<file path="config.mk">
export PLATFORM = sky130hd
export DESIGN_NAME = uart_tx_flat
export DESIGN_NICKNAME = d
export VERILOG_FILES = /design/src/rtl/uart_tx_if.sv /design/src/rtl/uart_tx.sv /design/src/flat_wrapper.sv
export SDC_FILE = /design/constraint.sdc
export NUM_CORES = 1
export LEC_CHECK = 0
export CAP_MARGIN = 10
export CORE_MARGIN = 4
export CORE_UTILIZATION = 36
export CTS_BUF_LIST = sky130_fd_sc_hd__clkbuf_16
export DETAILED_ROUTE_END_ITERATION = 7
export PLACE_DENSITY = 0.64
export SYNTH_ARGS = -nofsm -noshare
export SYNTH_HDL_FRONTEND = slang
export SYNTH_SLANG_ARGS = --single-unit
</file>
<file path="constraint.sdc">
create_clock -name clk -period 3.1 [get_ports clk]
set_input_delay 0.62 -clock clk [delete_from_list [all_inputs] [get_ports clk]]
set_output_delay 0.62 -clock clk [all_outputs]
set_load 0.01 [all_outputs]
</file>
<file path="src/rtl/uart_tx_if.sv">
// uart_tx_if: request/serial-line bundle between a UART transmitter and its client
//   tx_start  client -> uart   request to send data_in
//   data_in   client -> uart   word to transmit (data_width bits)
//   tx_ready  uart -> client   high when a request is accepted (idle)
//   data_bit  uart -> line     serial output, idle high
//   busy      uart -> client   high while a frame is in progress
//   done      uart -> client   one-cycle pulse after the last stop bit
interface uart_tx_if #(
    parameter int data_width = 8
);
    logic                  tx_start;
    logic [data_width-1:0] data_in;
    logic                  tx_ready;
    logic                  data_bit;
    logic                  busy;
    logic                  done;

    modport master (
        output tx_start, data_in,
        input  tx_ready, data_bit, busy, done
    );

    modport slave (
        input  tx_start, data_in,
        output tx_ready, data_bit, busy, done
    );
endinterface

</file>
<file path="src/rtl/uart_tx.sv">
// uart_tx: serial transmitter, start bit + LSB-first data + optional even parity + 1/2 stop bits
//   clk   system clock, rising edge
//   rst   asynchronous active-high reset
//   bus   uart_tx_if.slave: tx_start/data_in in, tx_ready/data_bit/busy/done out
module uart_tx #(
    parameter int data_width   = 8,
    parameter int CLKS_PER_BIT = 5208,
    parameter int PARITY_EN    = 0,
    parameter int STOP_BITS    = 1
) (
    input logic       clk,
    input logic       rst,
    uart_tx_if.slave  bus
);
    localparam int CW = CLKS_PER_BIT > 1 ? $clog2(CLKS_PER_BIT) : 1;
    localparam int BW = data_width > 1 ? $clog2(data_width) : 1;

    typedef enum logic [2:0] {
        IDLE, START_BIT, DATA_BITS, PARITY_BIT, STOP_BIT, DONE
    } state_t;

    state_t                r_state, w_state_nxt;
    logic [CW-1:0]         r_clk_cnt, w_clk_cnt_nxt, w_clk_cnt_inc;
    logic [BW-1:0]         r_bit_cnt, w_bit_cnt_nxt;
    logic                  r_stop_cnt, w_stop_cnt_nxt;
    logic [data_width-1:0] r_shift, w_shift_nxt;
    logic                  r_parity, w_parity_nxt;
    logic                  r_data_bit, w_data_bit_nxt;
    logic                  w_bit_end;

    assign w_bit_end     = r_clk_cnt == CW'(CLKS_PER_BIT - 1);
    assign w_clk_cnt_inc = w_bit_end ? '0 : r_clk_cnt + CW'(1);

    always_ff @(posedge clk or posedge rst) begin
        if (rst) begin
            r_state    <= IDLE;
            r_clk_cnt  <= '0;
            r_bit_cnt  <= '0;
            r_stop_cnt <= 1'b0;
            r_shift    <= '0;
            r_parity   <= 1'b0;
            r_data_bit <= 1'b1;
        end else begin
            r_state    <= w_state_nxt;
            r_clk_cnt  <= w_clk_cnt_nxt;
            r_bit_cnt  <= w_bit_cnt_nxt;
            r_stop_cnt <= w_stop_cnt_nxt;
            r_shift    <= w_shift_nxt;
            r_parity   <= w_parity_nxt;
            r_data_bit <= w_data_bit_nxt;
        end
    end

    always_comb begin
        w_state_nxt    = r_state;
        w_clk_cnt_nxt  = '0;
        w_bit_cnt_nxt  = r_bit_cnt;
        w_stop_cnt_nxt = r_stop_cnt;
        w_shift_nxt    = r_shift;
        w_parity_nxt   = r_parity;
        case (r_state)
            IDLE: begin
                if (bus.tx_start) begin
                    w_state_nxt    = START_BIT;
                    w_shift_nxt    = bus.data_in;
                    // parity is captured at latch time because the shifter is consumed
                    w_parity_nxt   = ^bus.data_in;
                    w_bit_cnt_nxt  = '0;
                    w_stop_cnt_nxt = 1'b0;
                end
            end
            START_BIT: begin
                w_clk_cnt_nxt = w_clk_cnt_inc;
                if (w_bit_end) w_state_nxt = DATA_BITS;
            end
            DATA_BITS: begin
                w_clk_cnt_nxt = w_clk_cnt_inc;
                if (w_bit_end) begin
                    if (r_bit_cnt == BW'(data_width - 1)) begin
                        w_state_nxt = (PARITY_EN != 0) ? PARITY_BIT : STOP_BIT;
                    end else begin
                        w_bit_cnt_nxt = r_bit_cnt + BW'(1);
                        w_shift_nxt   = r_shift >> 1;
                    end
                end
            end
            PARITY_BIT: begin
                w_clk_cnt_nxt = w_clk_cnt_inc;
                if (w_bit_end) w_state_nxt = STOP_BIT;
            end
            STOP_BIT: begin
                w_clk_cnt_nxt = w_clk_cnt_inc;
                if (w_bit_end) begin
                    if (r_stop_cnt == 1'(STOP_BITS - 1)) w_state_nxt = DONE;
                    else w_stop_cnt_nxt = 1'b1;
                end
            end
            DONE:    w_state_nxt = IDLE;
            default: w_state_nxt = IDLE;
        endcase
        // line level is registered from the next state so it changes together with the FSM
        w_data_bit_nxt = (w_state_nxt == START_BIT)  ? 1'b0 :
                         (w_state_nxt == DATA_BITS)  ? w_shift_nxt[0] :
                         (w_state_nxt == PARITY_BIT) ? w_parity_nxt : 1'b1;
    end

    assign bus.tx_ready = r_state == IDLE;
    assign bus.busy     = r_state != IDLE;
    assign bus.done     = r_state == DONE;
    assign bus.data_bit = r_data_bit;
endmodule

</file>
<file path="src/flat_wrapper.sv">
// flat-port wrapper written by rule: the top's interface ports become plain ports
module uart_tx_flat 
#(
    parameter int data_width   = 8,
    parameter int CLKS_PER_BIT = 5208,
    parameter int PARITY_EN    = 0,
    parameter int STOP_BITS    = 1
)
  (clk, rst, bus_tx_start, bus_data_in, bus_tx_ready, bus_data_bit, bus_busy, bus_done);
  uart_tx_if #(.data_width(data_width)) bus_i ();
  input logic clk;
  input logic rst;
  input wire logic [$bits(bus_i.tx_start)-1:0] bus_tx_start;
  input wire logic [$bits(bus_i.data_in)-1:0] bus_data_in;
  output wire logic [$bits(bus_i.tx_ready)-1:0] bus_tx_ready;
  output wire logic [$bits(bus_i.data_bit)-1:0] bus_data_bit;
  output wire logic [$bits(bus_i.busy)-1:0] bus_busy;
  output wire logic [$bits(bus_i.done)-1:0] bus_done;
  assign bus_i.tx_start = bus_tx_start;
  assign bus_i.data_in = bus_data_in;
  assign bus_tx_ready = bus_i.tx_ready;
  assign bus_data_bit = bus_i.data_bit;
  assign bus_busy = bus_i.busy;
  assign bus_done = bus_i.done;
  uart_tx #(.data_width(data_width), .CLKS_PER_BIT(CLKS_PER_BIT), .PARITY_EN(PARITY_EN), .STOP_BITS(STOP_BITS)) u_core (.clk(clk), .rst(rst), .bus(bus_i));
endmodule
</file>
==> reports/results.ini <==
[worst_setup_path]
reg2reg_to=u_core.bus.data_bit
cp_max_fo=7
worstSetupEndpointType=register
r2r_slack_ps=510
ff2ff_path_depth=5
critPathLaunchType=register
worst_path_max_delay_cell=or4_1
path_class=register to register
worst-endpoint-required_ps=3300
path_cells=or4b_4 -> or4_1 -> or3_2 -> and3b_1 -> a211o_1
cp.arrival_ps=2790
r2r-start=u_core.r_clk_cnt[3]
slowest_delay_ps=630

[synthesis]
yosysSeqAreaShare_pct=48.18
synth_xor_area_share_pct=9.867
synth_top_cells_by_count=28 x dfrtp_1, 21 x nand2_1, 20 x nor2_1
synth_top_area_cell=dfrtp_1
synth_seq_cells=29
synth-edff-count=0
synthAdderAreaFrac_pct=2.488
yosysMostFrequentCell=dfrtp_1
synth_top_family_by_area=simple AND/OR/NAND/NOR gates
synth_compound_area_share_pct=9.453
synthTopCellsByArea=dfrtp_1 46%, xnor2_1 7.0%, nand2_1 5.2%
yosysWarnings=0
synth.distinct_cells=37
synthFlopType=dfrtp_1
syn_area_um2=1509
synthSimpleGateAreaFrac_pct=25.70
synth_top_area_share_pct=46.43
muxShareOfSynthArea_pct=0.7463
synthCells=163
synth_nets=177
syn_avg_cell_area_um2=9.257
synth-async-reset-ratio_pct=100.0

[clock_tree]
cts_setup_buffers=0
cts_tree=built
clkTransAtPathRegs_ps=50
cts_resized=0
cts_hold_buf=0
htree_levels=2
cts.sinks=29
clock_latency_ps=270
root_buffer=clkbuf_16
cts_buffer_depth=2
numCtsBuffers=5

[timing]
fmax_mhz=386.0
tightest_slew_ps=500.6
timing.final.crit_period_ps=2590
hold_viol=0
setup_viol_count_final=0
setup_tns_ps=0
clock_skew_ps=4.136
rsz0062_at_grt=false
fin_crit_sh_pct=83.56
finalMaxSlewViolations=0
timing.final.ws_setup_ps=509.7
slew_headroom_pct=66.53

[placement]
portBuffers=14
placed_area_um2=1710
hpwl_mm=2.184
dp.cells=224
post-place-ws_ps=530.6
gp_congestion=0.7510

[die]
die_w_um=72.74
initial_core_util_pct=37.45
die_h_um=72.74
core_area_um2=4029
ios=15
die-area_um2=5291
fp-row-count=23

[run_status]
status=finished, final reports clean

[grt]
track_usage_pct=12.94
grt_pass1_vias=1240
grt_max_degree=30
grt_pass1_wl_mm=5.299
overflow=0
antenna_found_initial=0

[pwr]
peakVddDrop_mv=0.2273
leakage_nw=0.8429
powerDensity_nw_per_um2=504.0

[drt]
drc=0
drt-pass1-iter-count=4
viasPerCell=5.095
wirelength_mm=2.954
vias=1182
drt-initial-drc-count=63
wl_per_cell_um=12.73
ant_nets=0

[final_layout]
fin_area_um2=1873
layout-drive-gt1-share_pct=9.341
area_delta_synth_final_pct=24.13
nets=195
n_antenna_cell=0
fin_cells=232

[min_path]
hold_end=u_core.r_shift[4]
hp-class=register to register
worstHoldPathCells=2
min_from=u_core.r_shift[4]

[run]
cap_violations=0

-- worst max-delay path by stage --
| stage | from | to | slack (ps) | cells after the start |
|---|---|---|---|---|
| after global routing | u_core.r_clk_cnt[3] | u_core.bus.data_bit | 440 | 5 |
| after CTS | u_core.r_clk_cnt[3] | u_core.bus.data_bit | 520 | 5 |
| final | u_core.r_clk_cnt[3] | u_core.bus.data_bit | 510 | 5 |
| after global placement | u_core.r_clk_cnt[3] | u_core.bus.data_bit | 570 | 5 |
| after detailed placement | u_core.r_clk_cnt[3] | u_core.bus.data_bit | 530 | 5 |
| after floorplan | u_core.r_clk_cnt[3] | u_core.bus.data_bit | 620 | 6 |
-- per-stage QoR --
stage          hold slack (ps)  util [%]  total power, mW
6_report                 470.1     46.49           0.9440
5_1_grt                  509.4     46.49           0.9781
4_1_cts                  476.7     46.49           0.9609
3_5_place_dp             464.3     42.45           0.4286
3_3_place_gp             461.0     42.45           0.4266
2_1_floorplan            440.7         -           0.4071
-- area by class of cell --
type / instances / area [um^2]
clock buffers: 5 / 125.1
clock inverters: 3 / 37.54
fillers: 389 / 2156
inverters: 8 / 30.03
multi-input cells: 120 / 728.2
flip-flops and latches: 29 / 726.9
well taps: 50 / 62.56
repair buffers: 17 / 162.7
-- cells by family (layout without fill, tap and decap cells) --
| kind of cell | count (synthesis) | in the layout |
|---|---|---|
| AO/OA/AOI/OAI | 23 | 23 |
| XOR/XNOR | 17 | 17 |
| adder cells (fa/ha/maj) | 3 | 3 |
| buffers and inverters | 14 | 33 |
| flip-flops | 29 | 29 |
| multiplexers | 1 | 1 |
| AND/OR/NAND/NOR | 76 | 76 |
-- critical path, delay by kind of cell (launching register included) --
family	cells	cell delay, ps
AOI/OAI and AO/OA	1	230
DFF	1	420
and+or+nand+nor	4	1870
-- power breakdown --
part | leakage [nW] | switching (mW) | internal, mW
Clock | 0.0826 | 0.151 | 0.371
Sequential | 0.377 | 0 | 0.380
Combinational | 0.384 | 0.0194 | 0.0226
-- flip-flops by register name (all words and copies together) (netlist names) --
signal / count
u_core.bus.data_bit: 1
u_core.r_clk_cnt: 13
u_core.r_parity: 1
u_core.r_shift: 8
u_core.r_state: 3
u_core.r_bit_cnt: 3
-- metal layers --
metal / track usage, % / wire (um)
met5: 0 / 0
met4: 7.992 / 87
met3: 2.893 / 90
met2: 21.54 / 1490
met1: 15.03 / 1286
-- cell usage in the layout, fill, tap and decap left out, types with 2 or more instances in the layout --
master | netlist | layout
xnor2_1 | 12 | 12
o21ai_0 | 7 | 7
clkbuf_16 | 0 | 5
or3_1 | 3 | 3
a21oi_1 | 5 | 5
inv_1 | 8 | 9
nor3_1 | 6 | 6
a22oi_1 | 6 | 6
ha_1 | 3 | 3
or4_1 | 2 | 2
dfrtp_1 | 28 | 28
nand2_1 | 21 | 21
buf_4 | 0 | 3
nand3_1 | 8 | 8
a31oi_1 | 2 | 2
nand4_1 | 2 | 2
nor2_1 | 20 | 20
xor2_1 | 5 | 5
clkdlybuf4s50_1 | 0 | 14
(Power assumes the default switching activity.)
